==> src/rtl/fishing_round_sequencer_if.sv <==
// Signal bundle between the access controller, the round sequencer and the score keeper.
// master drives user inputs and reads round status; slave is the sequencer side.
interface fishing_round_sequencer_if;
    logic       access_valid;
    logic [2:0] user_id;
    logic       start_pulse;
    logic       reel_pulse;
    logic [7:0] rand_val;
    logic [3:0] state_code;
    logic [6:0] time_left;
    logic [7:0] round_score;
    logic       bite_led;
    logic       game_over;
    logic       score_wr_en;
    logic [2:0] score_user;

    modport master (
        output access_valid, user_id, start_pulse, reel_pulse, rand_val,
        input  state_code, time_left, round_score, bite_led, game_over, score_wr_en, score_user
    );
    modport slave (
        input  access_valid, user_id, start_pulse, reel_pulse, rand_val,
        output state_code, time_left, round_score, bite_led, game_over, score_wr_en, score_user
    );
endinterface

==> src/rtl/fishing_round_sequencer.sv <==
// Timed fishing round: prescaled ticks drive bite delay, reel window and round timer.
// All outputs registered (one cycle after the triggering edge); no backpressure, pulses are sampled once.
module fishing_round_sequencer #(
    parameter int TICK_CYCLES = 50000000,
    parameter int GAME_TICKS  = 30,
    parameter int REEL_TICKS  = 2,
    parameter int SCORE_MAX   = 99
) (
    input  logic                            clk,
    input  logic                            rst,
    fishing_round_sequencer_if.slave        bus
);
    typedef enum logic [3:0] {
        IDLE      = 4'd0,
        READY     = 4'd1,
        WAIT_BITE = 4'd2,
        BITE      = 4'd3,
        SCORE     = 4'd4,
        DONE      = 4'd5
    } state_t;

    localparam int PW = (TICK_CYCLES > 1) ? $clog2(TICK_CYCLES) : 1;

    state_t        state_q, state_d;
    logic [PW-1:0] presc_q, presc_d;
    logic [6:0]    time_q, time_d;
    logic [7:0]    score_q, score_d;
    logic [2:0]    user_q, user_d;
    logic [3:0]    bite_cnt_q, bite_cnt_d;
    logic [3:0]    win_q, win_d;
    logic          led_q, over_q, wr_q;

    logic          in_round, tick;
    logic [3:0]    fresh_bite;
    logic [8:0]    sum;
    logic          unused_rand;

    assign in_round    = (state_q == WAIT_BITE) || (state_q == BITE);
    assign tick        = in_round && (presc_q == PW'(TICK_CYCLES - 1));
    assign fresh_bite  = 4'd1 + {1'b0, bus.rand_val[2:0]};
    assign sum         = {1'b0, score_q} + 9'd1 + {7'd0, bus.rand_val[1:0]};
    assign unused_rand = ^bus.rand_val[7:3];

    always_comb begin
        state_d    = state_q;
        presc_d    = presc_q;
        time_d     = time_q;
        score_d    = score_q;
        user_d     = user_q;
        bite_cnt_d = bite_cnt_q;
        win_d      = win_q;

        if (in_round) begin
            presc_d = tick ? '0 : presc_q + PW'(1);
        end
        if (tick) begin
            time_d = time_q - 7'd1;
        end

        unique case (state_q)
            IDLE: begin
                if (bus.access_valid) state_d = READY;
            end
            READY, DONE: begin
                if (bus.start_pulse) begin
                    state_d    = WAIT_BITE;
                    presc_d    = '0;
                    time_d     = 7'(GAME_TICKS);
                    score_d    = 8'd0;
                    user_d     = bus.user_id;
                    bite_cnt_d = fresh_bite;
                end
            end
            WAIT_BITE: begin
                if (bus.reel_pulse) begin
                    bite_cnt_d = fresh_bite;
                end else if (tick) begin
                    bite_cnt_d = bite_cnt_q - 4'd1;
                    if (bite_cnt_q == 4'd1) begin
                        state_d = BITE;
                        win_d   = 4'(REEL_TICKS);
                    end
                end
            end
            BITE: begin
                if (bus.reel_pulse) begin
                    score_d    = (sum > 9'(SCORE_MAX)) ? 8'(SCORE_MAX) : sum[7:0];
                    state_d    = WAIT_BITE;
                    bite_cnt_d = fresh_bite;
                end else if (tick) begin
                    win_d = win_q - 4'd1;
                    if (win_q == 4'd1) begin
                        state_d    = WAIT_BITE;
                        bite_cnt_d = fresh_bite;
                    end
                end
            end
            SCORE:   state_d = DONE;
            default: state_d = IDLE;
        endcase

        // Round expiry overrides any bite/reel/miss decided above, including a reel score.
        if (tick && (time_q == 7'd1)) begin
            state_d = SCORE;
            score_d = score_q;
        end

        if (!bus.access_valid && (state_q != IDLE)) begin
            state_d = IDLE;
            presc_d = '0;
            time_d  = 7'd0;
            score_d = 8'd0;
        end
    end

    always_ff @(posedge clk) begin
        if (!rst) begin
            state_q    <= IDLE;
            presc_q    <= '0;
            time_q     <= 7'd0;
            score_q    <= 8'd0;
            user_q     <= 3'd0;
            bite_cnt_q <= 4'd0;
            win_q      <= 4'd0;
            led_q      <= 1'b0;
            over_q     <= 1'b0;
            wr_q       <= 1'b0;
        end else begin
            state_q    <= state_d;
            presc_q    <= presc_d;
            time_q     <= time_d;
            score_q    <= score_d;
            user_q     <= user_d;
            bite_cnt_q <= bite_cnt_d;
            win_q      <= win_d;
            led_q      <= (state_d == BITE);
            over_q     <= (state_d == DONE);
            wr_q       <= (state_d == SCORE);
        end
    end

    assign bus.state_code  = state_q;
    assign bus.time_left   = time_q;
    assign bus.round_score = score_q;
    assign bus.bite_led    = led_q;
    assign bus.game_over   = over_q;
    assign bus.score_wr_en = wr_q;
    assign bus.score_user  = user_q;
endmodule

==> src/flat_wrapper.sv <==
// flat-port wrapper written by rule: the top's interface ports become plain ports
module fishing_round_sequencer_flat 
#(
    parameter int TICK_CYCLES = 50000000,
    parameter int GAME_TICKS  = 30,
    parameter int REEL_TICKS  = 2,
    parameter int SCORE_MAX   = 99
)
  (clk, rst, bus_access_valid, bus_user_id, bus_start_pulse, bus_reel_pulse, bus_rand_val, bus_state_code, bus_time_left, bus_round_score, bus_bite_led, bus_game_over, bus_score_wr_en, bus_score_user);
  fishing_round_sequencer_if bus_i ();
  input  logic clk;
  input  logic rst;
  input wire logic [$bits(bus_i.access_valid)-1:0] bus_access_valid;
  input wire logic [$bits(bus_i.user_id)-1:0] bus_user_id;
  input wire logic [$bits(bus_i.start_pulse)-1:0] bus_start_pulse;
  input wire logic [$bits(bus_i.reel_pulse)-1:0] bus_reel_pulse;
  input wire logic [$bits(bus_i.rand_val)-1:0] bus_rand_val;
  output wire logic [$bits(bus_i.state_code)-1:0] bus_state_code;
  output wire logic [$bits(bus_i.time_left)-1:0] bus_time_left;
  output wire logic [$bits(bus_i.round_score)-1:0] bus_round_score;
  output wire logic [$bits(bus_i.bite_led)-1:0] bus_bite_led;
  output wire logic [$bits(bus_i.game_over)-1:0] bus_game_over;
  output wire logic [$bits(bus_i.score_wr_en)-1:0] bus_score_wr_en;
  output wire logic [$bits(bus_i.score_user)-1:0] bus_score_user;
  assign bus_i.access_valid = bus_access_valid;
  assign bus_i.user_id = bus_user_id;
  assign bus_i.start_pulse = bus_start_pulse;
  assign bus_i.reel_pulse = bus_reel_pulse;
  assign bus_i.rand_val = bus_rand_val;
  assign bus_state_code = bus_i.state_code;
  assign bus_time_left = bus_i.time_left;
  assign bus_round_score = bus_i.round_score;
  assign bus_bite_led = bus_i.bite_led;
  assign bus_game_over = bus_i.game_over;
  assign bus_score_wr_en = bus_i.score_wr_en;
  assign bus_score_user = bus_i.score_user;
  fishing_round_sequencer #(.TICK_CYCLES(TICK_CYCLES), .GAME_TICKS(GAME_TICKS), .REEL_TICKS(REEL_TICKS), .SCORE_MAX(SCORE_MAX)) u_core (.clk(clk), .rst(rst), .bus(bus_i));
endmodule
==> config.mk <==
export PLATFORM = sky130hd
export DESIGN_NAME = fishing_round_sequencer_flat
export DESIGN_NICKNAME = d
export VERILOG_FILES = /design/src/rtl/fishing_round_sequencer_if.sv /design/src/rtl/fishing_round_sequencer.sv /design/src/flat_wrapper.sv
export SDC_FILE = /design/constraint.sdc
export NUM_CORES = 1
export LEC_CHECK = 0
export ABC_AREA = 1
export CELL_PAD_IN_SITES_DETAIL_PLACEMENT = 1
export CELL_PAD_IN_SITES_GLOBAL_PLACEMENT = 2
export CORE_MARGIN = 2
export CORE_UTILIZATION = 35
export DETAILED_ROUTE_END_ITERATION = 12
export DONT_BUFFER_PORTS = 1
export PLACE_DENSITY = 0.89
export RECOVER_POWER = 50
export SYNTH_ARGS = -nofsm -noshare
export SYNTH_HDL_FRONTEND = slang
export SYNTH_SLANG_ARGS = --single-unit
export TNS_END_PERCENT = 50
==> constraint.sdc <==
create_clock -name clk -period 2.5 [get_ports clk]
set_input_delay 0.375 -clock clk [delete_from_list [all_inputs] [get_ports clk]]
set_output_delay 0.375 -clock clk [all_outputs]
set_load 0.05 [all_outputs]
==> impl_metrics.csv, run 1 <==
group,metric,value,unit
sta,maxSlewViolCount,0,
routing,routed.top_layer,"met4",
routing,met1_length,4.422,mm
synth,synth_common_cells,"nand2_1 (114), inv_1 (80), nor2_1 (64), dfxtp_1 (59), nand3_1 (31)",
power_and_ir_drop,power.total,1.915,mW
routing,num_vias,3285,
final_layout,fin_nets,562,
global_route,grt_pass1_wl,15.66,mm
routing,viasPerCell,4.910,
setup_path,critical_path.endpoint_type,"flop",
sta,relSlewSlack,44.04,%
power_and_ir_drop,p_int,1.448,mW
synth,syn_nets,535,
cts,cts_tree,"yes",
synth,synthesis.area,3400,um2
die,row_count,35,
setup_path,worstSetupPathType,"reg2reg",
cts,clockRootBuffer,"clkbuf_8",
sta,finalClockSkew,0.006263,ns
cts,hold_buffers,0,
power_and_ir_drop,p_sw_share,24.38,%
global_route,grt_max_degree,12,
synth,synth_area_leaders,"dfxtp_1 (35%), nand2_1 (13%), inv_1 (8.8%)",
synth,synth_ff_type,"dfxtp_1",
sta,fin_ws,0.4057,ns
routing,drt-pass1-iter-count,4,
power_and_ir_drop,switchingPower,0.4668,mW
global_route,track_usage,18.98,%
synth,async_reset_ff_share,0,%
synth,synth.most_common_cell,"nand2_1",
cts,ctsResizeCount,0,
synth,yosysSeqAreaShare,34.74,%
sta,post-route-min-period,2.094,ns
routing,wl,9.230,mm
power_and_ir_drop,peakVddDrop,0.0002630,V
sta,grt_setup_unrepaired,"no",
cts,clk_pin_slew_worst_paths,0.07,ns
synth,synth_warnings,0,
status,run_status,"complete, no violations",
routing,wl_per_cell,13.80,um
sta,fmaxAchievable,0.4775,GHz
synth,syn_inst,508,
sta,tns,0,ns
global_route,antenna_found_initial,0,
final_layout,utilization,40.91,%
final_layout,fillCellCount,1241,
routing,wl_met3,277,um
die,dieArea,10520,um2
synth,avgSynthCellArea,6.692,um2
placement,port_buffers,0,
synth,ys_types,38,
placement,dp_hpwl,7.085,mm
die,coreArea,9328,um2
global_route,grt_pass1_vias,3335,
cts,ctsLongestPathBuffers,2,
global_route,grt_overflow_total,0,
synth,synth_top_area_share,34.74,%
placement,gp_congestion,0.7941,
setup_path,cp_max_fo,10,
die,pin_count,41,
power_and_ir_drop,power_frac_seq,49.5,%
hold_path,hp-class,"in2reg",
cts,ctsHtreeMaxLevel,3,
die,start_util,36.45,%
job,max-cap-violations,0,
power_and_ir_drop,p_per_area,501.8,nW/um2
sta,timing.final.crit_share,83.77,%
sta,finalSetupViolCount,0,
synth,synth_largest_area_cell,"dfxtp_1",
routing,dr_wl_met2,4.405,mm
setup_path,cp.arrival,2.37,ns
final_layout,diodes,0,
final_layout,drive_gt1_share,9.444,%
routing,drt_iter0_markers,95,
sta,hold_viol,0,
setup_path,start_kind,"flop",
setup_path,cp.required,2.77,ns
placement,pre_cts_slack,0.4474,ns
power_and_ir_drop,comb_power_share,4.2,%
cts,cts_made_buffers,9,
die,dieHeight,102.6,um
power_and_ir_drop,power.leakage,1.625,nW
cts,postCtsSetupRepairBufs,0,
final_layout,area_growth,12.26,%
cts,clock_latency,0.34,ns
cts,cts_sinks,59,
synth,synth-seq-cells,59,
power_and_ir_drop,pwr-share-clk,46.3,%
routing,ant_nets,0,
die,fp.dieW,102.6,um
sta,tightest_slew,0.8393,ns
synth,synth_edf_count,0,
routing,drc,0,
==> final timing paths <==
path | cells past startpoint | from | to | slack (ns)
min | 2 | rst | u_core.win_q[1] | 0.14
max | 9 | u_core.bus.state_code[0] | u_core.presc_q[16] | 0.41
min reg2reg | 2 | u_core.presc_q[21] | u_core.presc_q[21] | 0.48
max reg2reg | 9 | u_core.bus.state_code[0] | u_core.presc_q[16] | 0.41
==> power by group through the flow <==
| stage | Sequential, mW | Combinational [mW] | Clock (mW) |
|---|---|---|---|
| after floorplan | 0.975 | 0.0547 | 0 |
| after global placement | 0.969 | 0.0805 | 0 |
| after detailed placement | 0.969 | 0.0824 | 0 |
| after CTS | 0.947 | 0.0834 | 0.908 |
| after global routing | 0.947 | 0.0906 | 0.942 |
| final | 0.947 | 0.0809 | 0.887 |
==> area by class of cell <==
class                   instances  area [um2]  share of cell area [%]
multi-input cells             358        1868                   48.95
flip-flops and latches         59        1181                   30.95
inverters                      87       329.1                   8.623
well taps                     129       161.4                   4.230
clock buffers                  11       141.4                   3.705
repair buffers                 20       82.58                   2.164
clock inverters                 5       52.55                   1.377
==> cells by family (layout without fill, tap and decap cells) <==
| family | count (synthesis) | count (layout) | share of synthesized area, % |
|---|---|---|---|
| flip-flops | 59 | 59 | 34.74 |
| AO/OA/AOI/OAI | 72 | 72 | 11.78 |
| adder cells (fa/ha/maj) | 11 | 11 | 4.269 |
| XOR/XNOR | 8 | 8 | 2.061 |
| other | 1 | 1 | 0.1103 |
| buffers and inverters | 91 | 123 | 10.23 |
| AND/OR/NAND/NOR | 266 | 266 | 36.81 |
==> per-layer routing <==
| metal | track usage [%] | up-vias |
|---|---|---|
| li1 | - | 1669 |
| met1 | 24.43 | 1569 |
| met2 | 31.93 | 38 |
| met3 | 3.254 | 9 |
| met4 | 7.077 | 0 |
| met5 | 0 | - |
==> critical path: stages, from the launching register on <==
cell and delay (ns):
dfxtp_1 0.31, inv_1 0.18, nor3_1 0.10, nand2_1 0.26, inv_1 0.22, nor2_1 0.23
nand2_2 0.22, inv_2 0.21, o21ai_0 0.13, a21oi_1 0.14
==> sequential cells by signal, summed over array words and instances, names as in the netlist <==
signal,cells
u_core.bus.time_left,7
u_core.bus.score_user,3
u_core.bite_cnt_q,4
u_core.bus.bite_led,1
u_core.bus.round_score,8
u_core.bus.score_wr_en,1
u_core.bus.game_over,1
u_core.bus.state_code,4
u_core.presc_q,26
u_core.win_q,4
==> metrics by stage <==
| stage | cells | hold WS, ns | instance area (um2) |
|---|---|---|---|
| 6_report | 669 | 0.1377 | 3816 |
| 3_5_place_dp | 653 | 0.4662 | 3692 |
| 5_1_grt | 669 | 0.1377 | 3816 |
| 3_3_place_gp | 653 | 0.4569 | 3692 |
| 4_1_cts | 669 | 0.1254 | 3886 |
| 2_1_floorplan | 508 | 0.4391 | 3400 |
==> cells in the final DEF, fill, tap and decap left out, types with 4 or more instances in the layout <==
cell,synthesis,layout
nand2_1,114,115
inv_1,80,82
nor2_1,64,64
dfxtp_1,59,59
nand3_1,31,31
o21ai_0,30,30
a21oi_1,28,28
clkbuf_1,1,19
nor3_1,17,17
ha_1,10,10
clkbuf_8,0,10
nand4_1,7,7
nand2_2,7,6
nor2_2,6,6
xor2_1,6,6
nor2_4,5,5
a211oi_1,5,5
nand2_4,4,4
inv_2,6,4
(Power assumes the default switching activity.)
==> run 2, diff against run 1 <==
- CORE_UTILIZATION: 35 -> 32
- PLACE_DENSITY: 0.89 -> 0.86
- clock period: 2.5 -> 1.9 ns (I/O delays scaled with it)
==> impl_metrics.csv, run 2 (same netlist as run 1, synthesis figures left out) <==
group,metric,value,unit
sta,hold_viol,0,
sta,fin_ws,-0.06702,ns
placement,gp_congestion,0.7924,
routing,drc,0,
final_layout,mostFrequentLayoutCell,"nand2_1",
power_and_ir_drop,peakVddDrop,0.0003826,V
routing,wl_per_cell,13.88,um
sta,grt_setup_unrepaired,"yes",
global_route,track_usage,17.85,%
cts,hold_buffers,0,
final_layout,fin_nets,578,
sta,finalClockSkew,0.007589,ns
final_layout,top_register,"u_core.presc_q",
setup_path,worst_r2r_endpoint,"u_core.bus.round_score[4]",
power_and_ir_drop,power.leakage,1.727,nW
routing,viasPerCell,4.775,
sta,relSlewSlack,49.57,%
global_route,antenna_found_initial,0,
power_and_ir_drop,p_per_area,634.9,nW/um2
sta,tightest_slew,0.7565,ns
hold_path,hp-class,"in2reg",
die,dieHeight,107.1,um
power_and_ir_drop,switchingPower,0.6503,mW
routing,drt-pass1-iter-count,4,
hold_path,min_delay_path_depth,2,
die,start_util,32.93,%
cts,clk_pin_slew_worst_paths,0.07,ns
final_layout,area_growth,21.49,%
global_route,grt_pass1_vias,3541,
final_layout,final_area,4130,um2
cts,ctsHtreeMaxLevel,3,
global_route,grt_pass1_wl,16.27,mm
placement,port_buffers,0,
die,row_count,37,
cts,ctsLongestPathBuffers,2,
power_and_ir_drop,p_sw_share,24.80,%
power_and_ir_drop,p_int,1.972,mW
cts,cts_sinks,59,
final_layout,largest_register_ffs,26,
setup_path,worstSetupPathType,"reg2reg",
routing,ant_nets,0,
die,fp.dieW,107.1,um
placement,postPlaceCellArea,3807,um2
setup_path,critical_path.endpoint_type,"flop",
placement,pre_cts_slack,-0.02024,ns
die,pin_count,41,
cts,clock_latency,0.35,ns
setup_path,r2r_slack,-0.07,ns
global_route,grt_overflow_total,0,
setup_path,start_kind,"flop",
routing,num_vias,3304,
setup_path,cp.required,2.19,ns
routing,drt_iter0_markers,95,
sta,timing.final.crit_share,103.5,%
placement,dp_hpwl,7.534,mm
hold_path,hp-start,"rst",
status,run_status,"finished, violations left",
setup_path,reg2reg_from,"u_core.bus.round_score[0]",
hold_path,hold_path_end,"u_core.win_q[1]",
sta,fmaxAchievable,0.5084,GHz
die,dieArea,11460,um2
final_layout,layout_common_cells,"nand2_1 (113), inv_1 (76), nor2_1 (61)",
final_layout,fillCellCount,1331,
cts,cts_tree,"yes",
setup_path,cp.arrival,2.25,ns
final_layout,diodes,0,
power_and_ir_drop,power_frac_seq,47.4,%
sta,finalSetupViolCount,5,
power_and_ir_drop,comb_power_share,4.7,%
routing,wl,9.604,mm
cts,clockRootBuffer,"clkbuf_8",
setup_path,reg2reg_depth,9,
sta,maxSlewViolCount,0,
die,coreArea,10320,um2
final_layout,drive_gt1_share,17.63,%
setup_path,cp_max_fo,3,
power_and_ir_drop,pwr-share-clk,47.9,%
job,max-cap-violations,0,
cts,cts_made_buffers,9,
sta,post-route-min-period,1.967,ns
global_route,grt_max_degree,13,
status,violations,"negative setup slack",
==> run 2: cell types whose count changed in the layout (fill, tap and decap cells not counted), sizes merged <==
| cell | change |
|---|---|
| clkinv | -1 |
| buf | +17 |
| clkbuf | -2 |
| inv | +1 |
| clkinvlp | +1 |
==> run 2: through the flow <==
stage / hold WS [ns] / utilization, % / setup TNS [ns] / cells / total power, mW
final: 0.03897 / 40.01 / -0.2063 / 692 / 2.622
after global routing: 0.04558 / 40.01 / -1.025 / 692 / 2.738
after CTS: 0.02056 / 39.22 / 0 / 689 / 2.667
after detailed placement: 0.3964 / 36.88 / -0.06885 / 672 / 1.389
after global placement: 0.3869 / 36.88 / 0 / 672 / 1.386
after floorplan: 0.4391 / - / 0 / 508 / 1.354
==> run 2: critical path, cell delays in order (launching register included) <==
cell	delay, ns
dfxtp_4	0.35
inv_2	0.04
ha_4	0.16
fa_2	0.43
buf_4	0.16
xor2_1	0.21
nand3_2	0.14
a21oi_4	0.19
nand3_1	0.09
a21oi_1	0.13
==> run 2: final cells by class <==
type                    instances  area (um2)  share of cell area, %
clock buffers                  10       148.9                  3.605
clock inverters                 6       71.32                  1.727
inverters                      87       331.6                  8.028
multi-input cells             358        2012                  48.71
flip-flops and latches         59        1187                  28.75
well taps                     136       170.2                  4.120
repair buffers                 36       209.0                  5.059
==> run 2: layer usage <==
metal  track usage, %  vias to the layer above  routed length, um
li1                 -                     1702                  -
met1            21.01                     1555               4360
met2            31.28                       37               4739
met3            4.012                       10                330
met4            7.050                        0                174
met5                0                        -                  0
==> run 2: how the worst max path moves through the flow <==
stage,from,end,slack (ns),cells after the start
final,u_core.bus.round_score[0],u_core.bus.round_score[4],-0.07,9
after global routing,u_core.bus.round_score[0],u_core.bus.round_score[3],-0.14,10
after CTS,u_core.bus.round_score[0],u_core.bus.round_score[2],0.002,10
after detailed placement,u_core.bus.round_score[0],u_core.bus.round_score[1],-0.02,12
after global placement,u_core.bus.round_score[0],u_core.bus.round_score[0],0.01,12
after floorplan,u_core.bus.round_score[0],u_core.bus.round_score[3],0.008,10
==> run 2: what timing repair did <==
| item | in CTS | in global routing |
|---|---|---|
| pin swaps | 3 | 11 |
| resized for setup | 3 | 29 |
| buffers inserted | 1 | 3 |
| endpoints found under the setup margin | 8 | 32 |
==> run 2: power groups by stage <==
| stage | logic [mW] | clock network [mW] | registers [mW] |
|---|---|---|---|
| detailed placement | 0.116 | 0 | 1.27 |
| CTS | 0.117 | 1.31 | 1.24 |
| finish | 0.122 | 1.26 | 1.24 |
| global placement | 0.114 | 0 | 1.27 |
| floorplan | 0.0729 | 0 | 1.28 |
| global route | 0.137 | 1.36 | 1.24 |
